**src/rtl/gb_bus_pkg.sv**
```systemverilog
// rtl/gb_bus_pkg.sv - shared register offsets, timer state encoding and TAC tick-bit table
package gb_bus_pkg;

    localparam logic [1:0] REG_DIV  = 2'd0;
    localparam logic [1:0] REG_TIMA = 2'd1;
    localparam logic [1:0] REG_TMA  = 2'd2;
    localparam logic [1:0] REG_TAC  = 2'd3;

    typedef enum logic {
        ST_RUN = 1'b0,
        ST_OVF = 1'b1
    } tima_state_e;

    // div_cnt bit that drives the TIMA tick for each TAC clock select
    function automatic logic [3:0] tac_bit_sel(input logic [1:0] clk_sel);
        logic [3:0] idx;
        case (clk_sel)
            2'b00:   idx = 4'd9;
            2'b01:   idx = 4'd3;
            2'b10:   idx = 4'd5;
            default: idx = 4'd7;
        endcase
        return idx;
    endfunction

endpackage

```
**src/rtl/timer.sv**
```systemverilog
// rtl/timer.sv - DIV/TIMA/TMA/TAC timer with delayed overflow reload and 1-clock irq pulse
module timer
    import gb_bus_pkg::*;
#(
    parameter logic [15:0] BASE_ADDR = 16'hFF04
) (
    input  logic        clk,
    input  logic        rst,
    input  logic [15:0] a,
    input  logic [7:0]  din,
    output logic [7:0]  dout,
    input  logic        rd,
    input  logic        wr,
    output logic        hit,
    output logic        irq
);

    logic [15:0] div_cnt_q, div_cnt_d;
    logic [7:0]  tima_q, tima_d;
    logic [7:0]  tma_q, tma_d;
    logic [2:0]  tac_q, tac_d;
    logic        tick_prev_q, tick_prev_d;
    tima_state_e state_q, state_d;
    logic [1:0]  dly_q, dly_d;
    logic        irq_q, irq_d;
    logic [7:0]  dout_q, dout_d;

    logic [15:0] off;
    logic [1:0]  reg_sel;
    logic        wr_en, rd_en;
    logic        wr_tima, wr_tma;
    logic        tick_sig, tick_fall;
    logic [7:0]  read_val;

    assign off     = a - BASE_ADDR;
    assign hit     = (off < 16'd4);
    assign reg_sel = off[1:0];
    assign wr_en   = wr & hit;
    assign rd_en   = rd & hit;
    assign wr_tima = wr_en && (reg_sel == REG_TIMA);
    assign wr_tma  = wr_en && (reg_sel == REG_TMA);

    // Falling edge of the gated tick; DIV/TAC writes that drop it also count
    assign tick_sig  = tac_q[2] & div_cnt_q[tac_bit_sel(tac_q[1:0])];
    assign tick_fall = tick_prev_q & ~tick_sig;

    always_comb begin
        read_val = 8'hFF;
        case (reg_sel)
            REG_DIV:  read_val = div_cnt_q[15:8];
            REG_TIMA: read_val = tima_q;
            REG_TMA:  read_val = tma_q;
            default:  read_val = {5'b11111, tac_q};
        endcase
    end

    always_comb begin
        div_cnt_d   = div_cnt_q + 16'd1;
        tma_d       = tma_q;
        tac_d       = tac_q;
        tick_prev_d = tick_sig;
        tima_d      = tima_q;
        state_d     = state_q;
        dly_d       = dly_q;
        irq_d       = 1'b0;
        dout_d      = rd_en ? read_val : 8'hFF;

        if (wr_en && (reg_sel == REG_DIV)) div_cnt_d = 16'd0;
        if (wr_tma) tma_d = din;
        if (wr_en && (reg_sel == REG_TAC)) tac_d = din[2:0];

        case (state_q)
            ST_RUN: begin
                if (wr_tima) begin
                    tima_d = din;
                end else if (tick_fall) begin
                    if (tima_q == 8'hFF) begin
                        tima_d  = 8'h00;
                        state_d = ST_OVF;
                        dly_d   = 2'd3;
                    end else begin
                        tima_d = tima_q + 8'd1;
                    end
                end
            end
            default: begin
                // Ticks are dropped while the reload is pending
                if (wr_tima) begin
                    tima_d  = din;
                    state_d = ST_RUN;
                    dly_d   = 2'd0;
                end else if (dly_q == 2'd0) begin
                    tima_d  = wr_tma ? din : tma_q;
                    irq_d   = 1'b1;
                    state_d = ST_RUN;
                end else begin
                    dly_d = dly_q - 2'd1;
                end
            end
        endcase
    end

    always_ff @(posedge clk or posedge rst) begin
        if (rst) begin
            div_cnt_q   <= 16'd0;
            tima_q      <= 8'd0;
            tma_q       <= 8'd0;
            tac_q       <= 3'd0;
            tick_prev_q <= 1'b0;
            state_q     <= ST_RUN;
            dly_q       <= 2'd0;
            irq_q       <= 1'b0;
            dout_q      <= 8'hFF;
        end else begin
            div_cnt_q   <= div_cnt_d;
            tima_q      <= tima_d;
            tma_q       <= tma_d;
            tac_q       <= tac_d;
            tick_prev_q <= tick_prev_d;
            state_q     <= state_d;
            dly_q       <= dly_d;
            irq_q       <= irq_d;
            dout_q      <= dout_d;
        end
    end

    assign dout = dout_q;
    assign irq  = irq_q;

endmodule

```
**config.mk**
```make
export PLATFORM = sky130hd
export DESIGN_NAME = timer
export DESIGN_NICKNAME = d
export VERILOG_FILES = /design/src/rtl/gb_bus_pkg.sv /design/src/rtl/timer.sv
export SDC_FILE = /design/constraint.sdc
export NUM_CORES = 1
export LEC_CHECK = 0
export ABC_AREA = 1
export ABC_CLOCK_PERIOD_IN_PS = 2180
export BUFFER_PORTS_ARGS = -buffer_cell sky130_fd_sc_hd__buf_2
export CAP_MARGIN = 25
export CORE_UTILIZATION = 35
export CTS_CLUSTER_DIAMETER = 80
export DETAILED_ROUTE_END_ITERATION = 16
export GPL_TIMING_DRIVEN = 0
export PLACE_DENSITY = 0.6
export SLEW_MARGIN = 10
export SYNTH_ARGS = -nofsm -noshare
export SYNTH_HDL_FRONTEND = slang
export SYNTH_SLANG_ARGS = --single-unit
```
**constraint.sdc**
```tcl
create_clock -name clk -period 2.18 [get_ports clk]
set_input_delay 0.654 -clock clk [delete_from_list [all_inputs] [get_ports clk]]
set_output_delay 0.654 -clock clk [all_outputs]
set_load 0.1 [all_outputs]
```
==> out/metrics.csv <==
stage,metric,value,unit
timing,setup_viol,0,
timing,max_freq,471,MHz
yosys,synth-seq-area-share,42.7,%
global_route,grt_pass1_vias,2266,
pwr,power_leakage,1.66,nW
yosys,ys_seq_elements,48,
cells_and_area,layoutNonFillerInstCount,520,
placed_design,dp_slack,-0.357,ns
yosys,synth_cell_types,38,
route,drtIter0Drc,119,
route,drtPass1Iterations,4,
floorplanning,dieHeight,92.0,um
route,num_vias,2430,
floorplanning,initial_core_util,36.5,%
route,vias_per_cell,4.67,
yosys,yosys_warnings,0,
cells_and_area,num_antenna_cells,0,
route,post-route-drc-count,0,
cells_and_area,drive_above_1_share,21.8,%
floorplanning,dieWidth,92.0,um
cells_and_area,area_growth,16.3,%
route,wirelength,6190,um
route,top_layer_used,met4,
timing,fin_skew,0.00520,ns
yosys,synthesis.nets,405,
setup_path,cp-start-kind,input port,
placed_design,dpl.hpwl,4740,um
setup_path,r2r_slack,0.28,ns
global_route,grt_max_degree,39,
cells_and_area,seqCellArea,1210,um2
global_route,antenna_found_initial,0,
timing,relSlewSlack,64.5,%
timing,worst_slew_pin_slew,0.531,ns
setup_path,path_max_fanout,2,
route,drtAntennaViolNets,0,
pwr,irDropWorstVdd,0.253,mV
setup_path,cp.required,1.53,ns
clock_network,clock_path_buffers,2,
yosys,synth_area,2840,um2
yosys,synthCells,374,
placed_design,routabilityCongestion,0.826,
timing,finalHoldViolCount,0,
pwr,total_power,1.80,mW
floorplanning,rows,32,
floorplanning,ioPinCount,38,
route,wl_per_cell,11.9,um
setup_path,timing.rr.start,div_cnt_q[0]$_DFF_PP0_,
clock_network,cts.clk_slew.worst_paths,0.09,ns
floorplanning,fp.dieArea,8460,um2
cells_and_area,nFillCells,805,
cells_and_area,fin_nets,448,
route,wl_met1,3100,um
pwr,power_density,545,nW/um2
setup_path,cp.arrival,1.47,ns
clock_network,cts_buffers,5,
setup_path,r2r_cells,12,
setup_path,startpoint,a[2],
cells_and_area,multi_input_area,1350,um2
timing,finalCritPeriodShare,97.5,%
yosys,synth_top_area_share,35.3,%
setup_path,endpoint,hit,
route,wl_met3,270,um
clock_network,cts_tree,yes,
global_route,overflow,0,
outcome,status,"finished, final reports clean",
setup_path,cp-end-kind,output pin,
timing,setup_ws,0.0554,ns
floorplanning,fp.coreArea,7770,um2
clock_network,insertion_delay,0.31,ns
clock_network,cts-root-buf,clkbuf_8,
yosys,yosys.area.top_type,dfrtp_1,
timing,slew_violations,0,
global_route,grt_pass1_wl,10600,um
worst_hold_path,hp-class,in2async,
placed_design,place_inst,511,
clock_network,cts_sinks,48,
yosys,synth.avg_cell_area,7.58,um2
setup_path,crit_type,in2out,
setup_path,r2r_end,div_cnt_q[14]$_DFF_PP0_,
route,routed-wl-met2,2730,um
job,maxCapViolations,0,
timing,rsz0062_at_grt,false,
timing,min_period,2.12,ns
yosys,ys_top_cells_by_area,"dfrtp_1 (35%), nand2_1 (14%), inv_1 (7.8%)",
clock_network,cts_htree_levels,2,
placed_design,io_buffers,34,
global_route,grt_use_total,15.8,%
[logic make-up (layout without fill, tap and decap cells)]
family	after synthesis	in the layout	share of synthesized area, %
buffers and inverters	72	116	10.2
adders and majority gates	3	3	1.32
DFF	48	48	42.7
and+or+nand+nor	206	206	35.0
xor gates and xnor gates	5	5	1.54
AOI/OAI and AO/OA	40	40	9.22
[cells in the mapped netlist, drive strengths merged]
library cell and instances:
a221oi 3, xnor2 1, o21bai 3, nand4 11, a21oi 9, ha 3, nor3 5, clkinv 1
a22o 1, clkbuf 1, o2111ai 3, buf 7, nand3b 4, inv 63, dfstp 8, o21ai 17
o21ba 1, nor2 42, nand2 108, o211ai 3, nor3b 2, or2 2, xor2 4, dfrtp 40
nand3 32
[per-layer routing]
metal,up-vias,track usage (%)
li1,1274,-
met1,1091,21.9
met2,57,25.1
met3,8,3.32
met4,0,4.04
met5,-,0
[cell usage in the layout, fill, tap and decap left out, types with 2 or more instances in the layout]
cell type and count:
dfstp_2 8, a21oi_1 9, nand3_2 4, nand2_2 5, o21ai_0 13, o21ai_2 4, nand2_1 102, inv_2 5
inv_1 57, o211ai_1 3, nand3_1 25, o2111ai_1 3, nor2_1 37, nand4_1 11, clkbuf_8 5, o21bai_1 3
buf_12 2, clkbuf_1 2, dfrtp_1 40, nor3_1 5, or2_2 2, xor2_1 4, a221oi_1 3, nor2_4 3
buf_2 38, ha_1 3, nand3_4 3, nand3b_1 3
[critical path, cell delays in order]
cell and delay [ns]:
buf_2 0.12, inv_6 0.03, nor2_4 0.09, nand2_2 0.06, nor2_4 0.12, nand3_4 0.10
nor2_8 0.11, buf_12 0.18
[where the power goes]
group | switching, mW | leakage, nW | internal, mW | total [mW]
clock | 0.310 | 0.0552 | 0.341 | 0.651
sequential | 0.0260 | 0.619 | 0.927 | 0.953
combinational | 0.121 | 0.981 | 0.0706 | 0.192
total | 0.457 | 1.66 | 1.34 | 1.80
[layout make-up]
type                            count  share of cell area [%]
Sequential cell                    48                    36.7
Timing Repair Buffer               36                    6.45
Buffer                              8                    1.33
Inverter                           64                    7.59
Clock buffer                        6                    2.20
Multi-Input combinational cell    254                    40.8
Tap cell                          102                    3.87
Clock inverter                      2                    1.06
[state kept, by name, summed over array words and instances (netlist names)]
name and flops:
div_cnt_q 16, dout 8, tima_q 8, tma_q 8
tac_q 3, dly_q 2, irq 1, state_q 1
tick_prev_q 1
[timing repair]
action,CTS,global route
buffers inserted,1,0
setup endpoints to repair,1,0
resized for setup,4,0
hold buffers,0,0
[through the flow]
step	setup TNS (ns)	cell area, um2	utilization [%]	hold WS [ns]
after floorplan	-0.0112	2850	-	0.449
after global placement	-12.93	3150	40.5	0.471
after detailed placement	-0.577	3170	40.8	0.466
after CTS	0	3300	42.5	0.273
after global routing	0	3300	42.5	0.286
final	0	3300	42.5	0.266
[worst min-delay path by stage]
stage | slack, ns | endpoint | from
6_report | 0.27 | tima_q[0]$_DFFE_PP0P_ | rst
5_1_grt | 0.29 | tima_q[0]$_DFFE_PP0P_ | rst
4_1_cts | 0.27 | tima_q[0]$_DFFE_PP0P_ | rst
3_5_place_dp | 0.47 | tima_q[6]$_DFFE_PP0P_ | tima_q[6]$_DFFE_PP0P_
3_3_place_gp | 0.47 | tima_q[6]$_DFFE_PP0P_ | tima_q[6]$_DFFE_PP0P_
2_1_floorplan | 0.45 | tima_q[6]$_DFFE_PP0P_ | tima_q[6]$_DFFE_PP0P_
No activity file was read; power rests on OpenSTA's default activity.
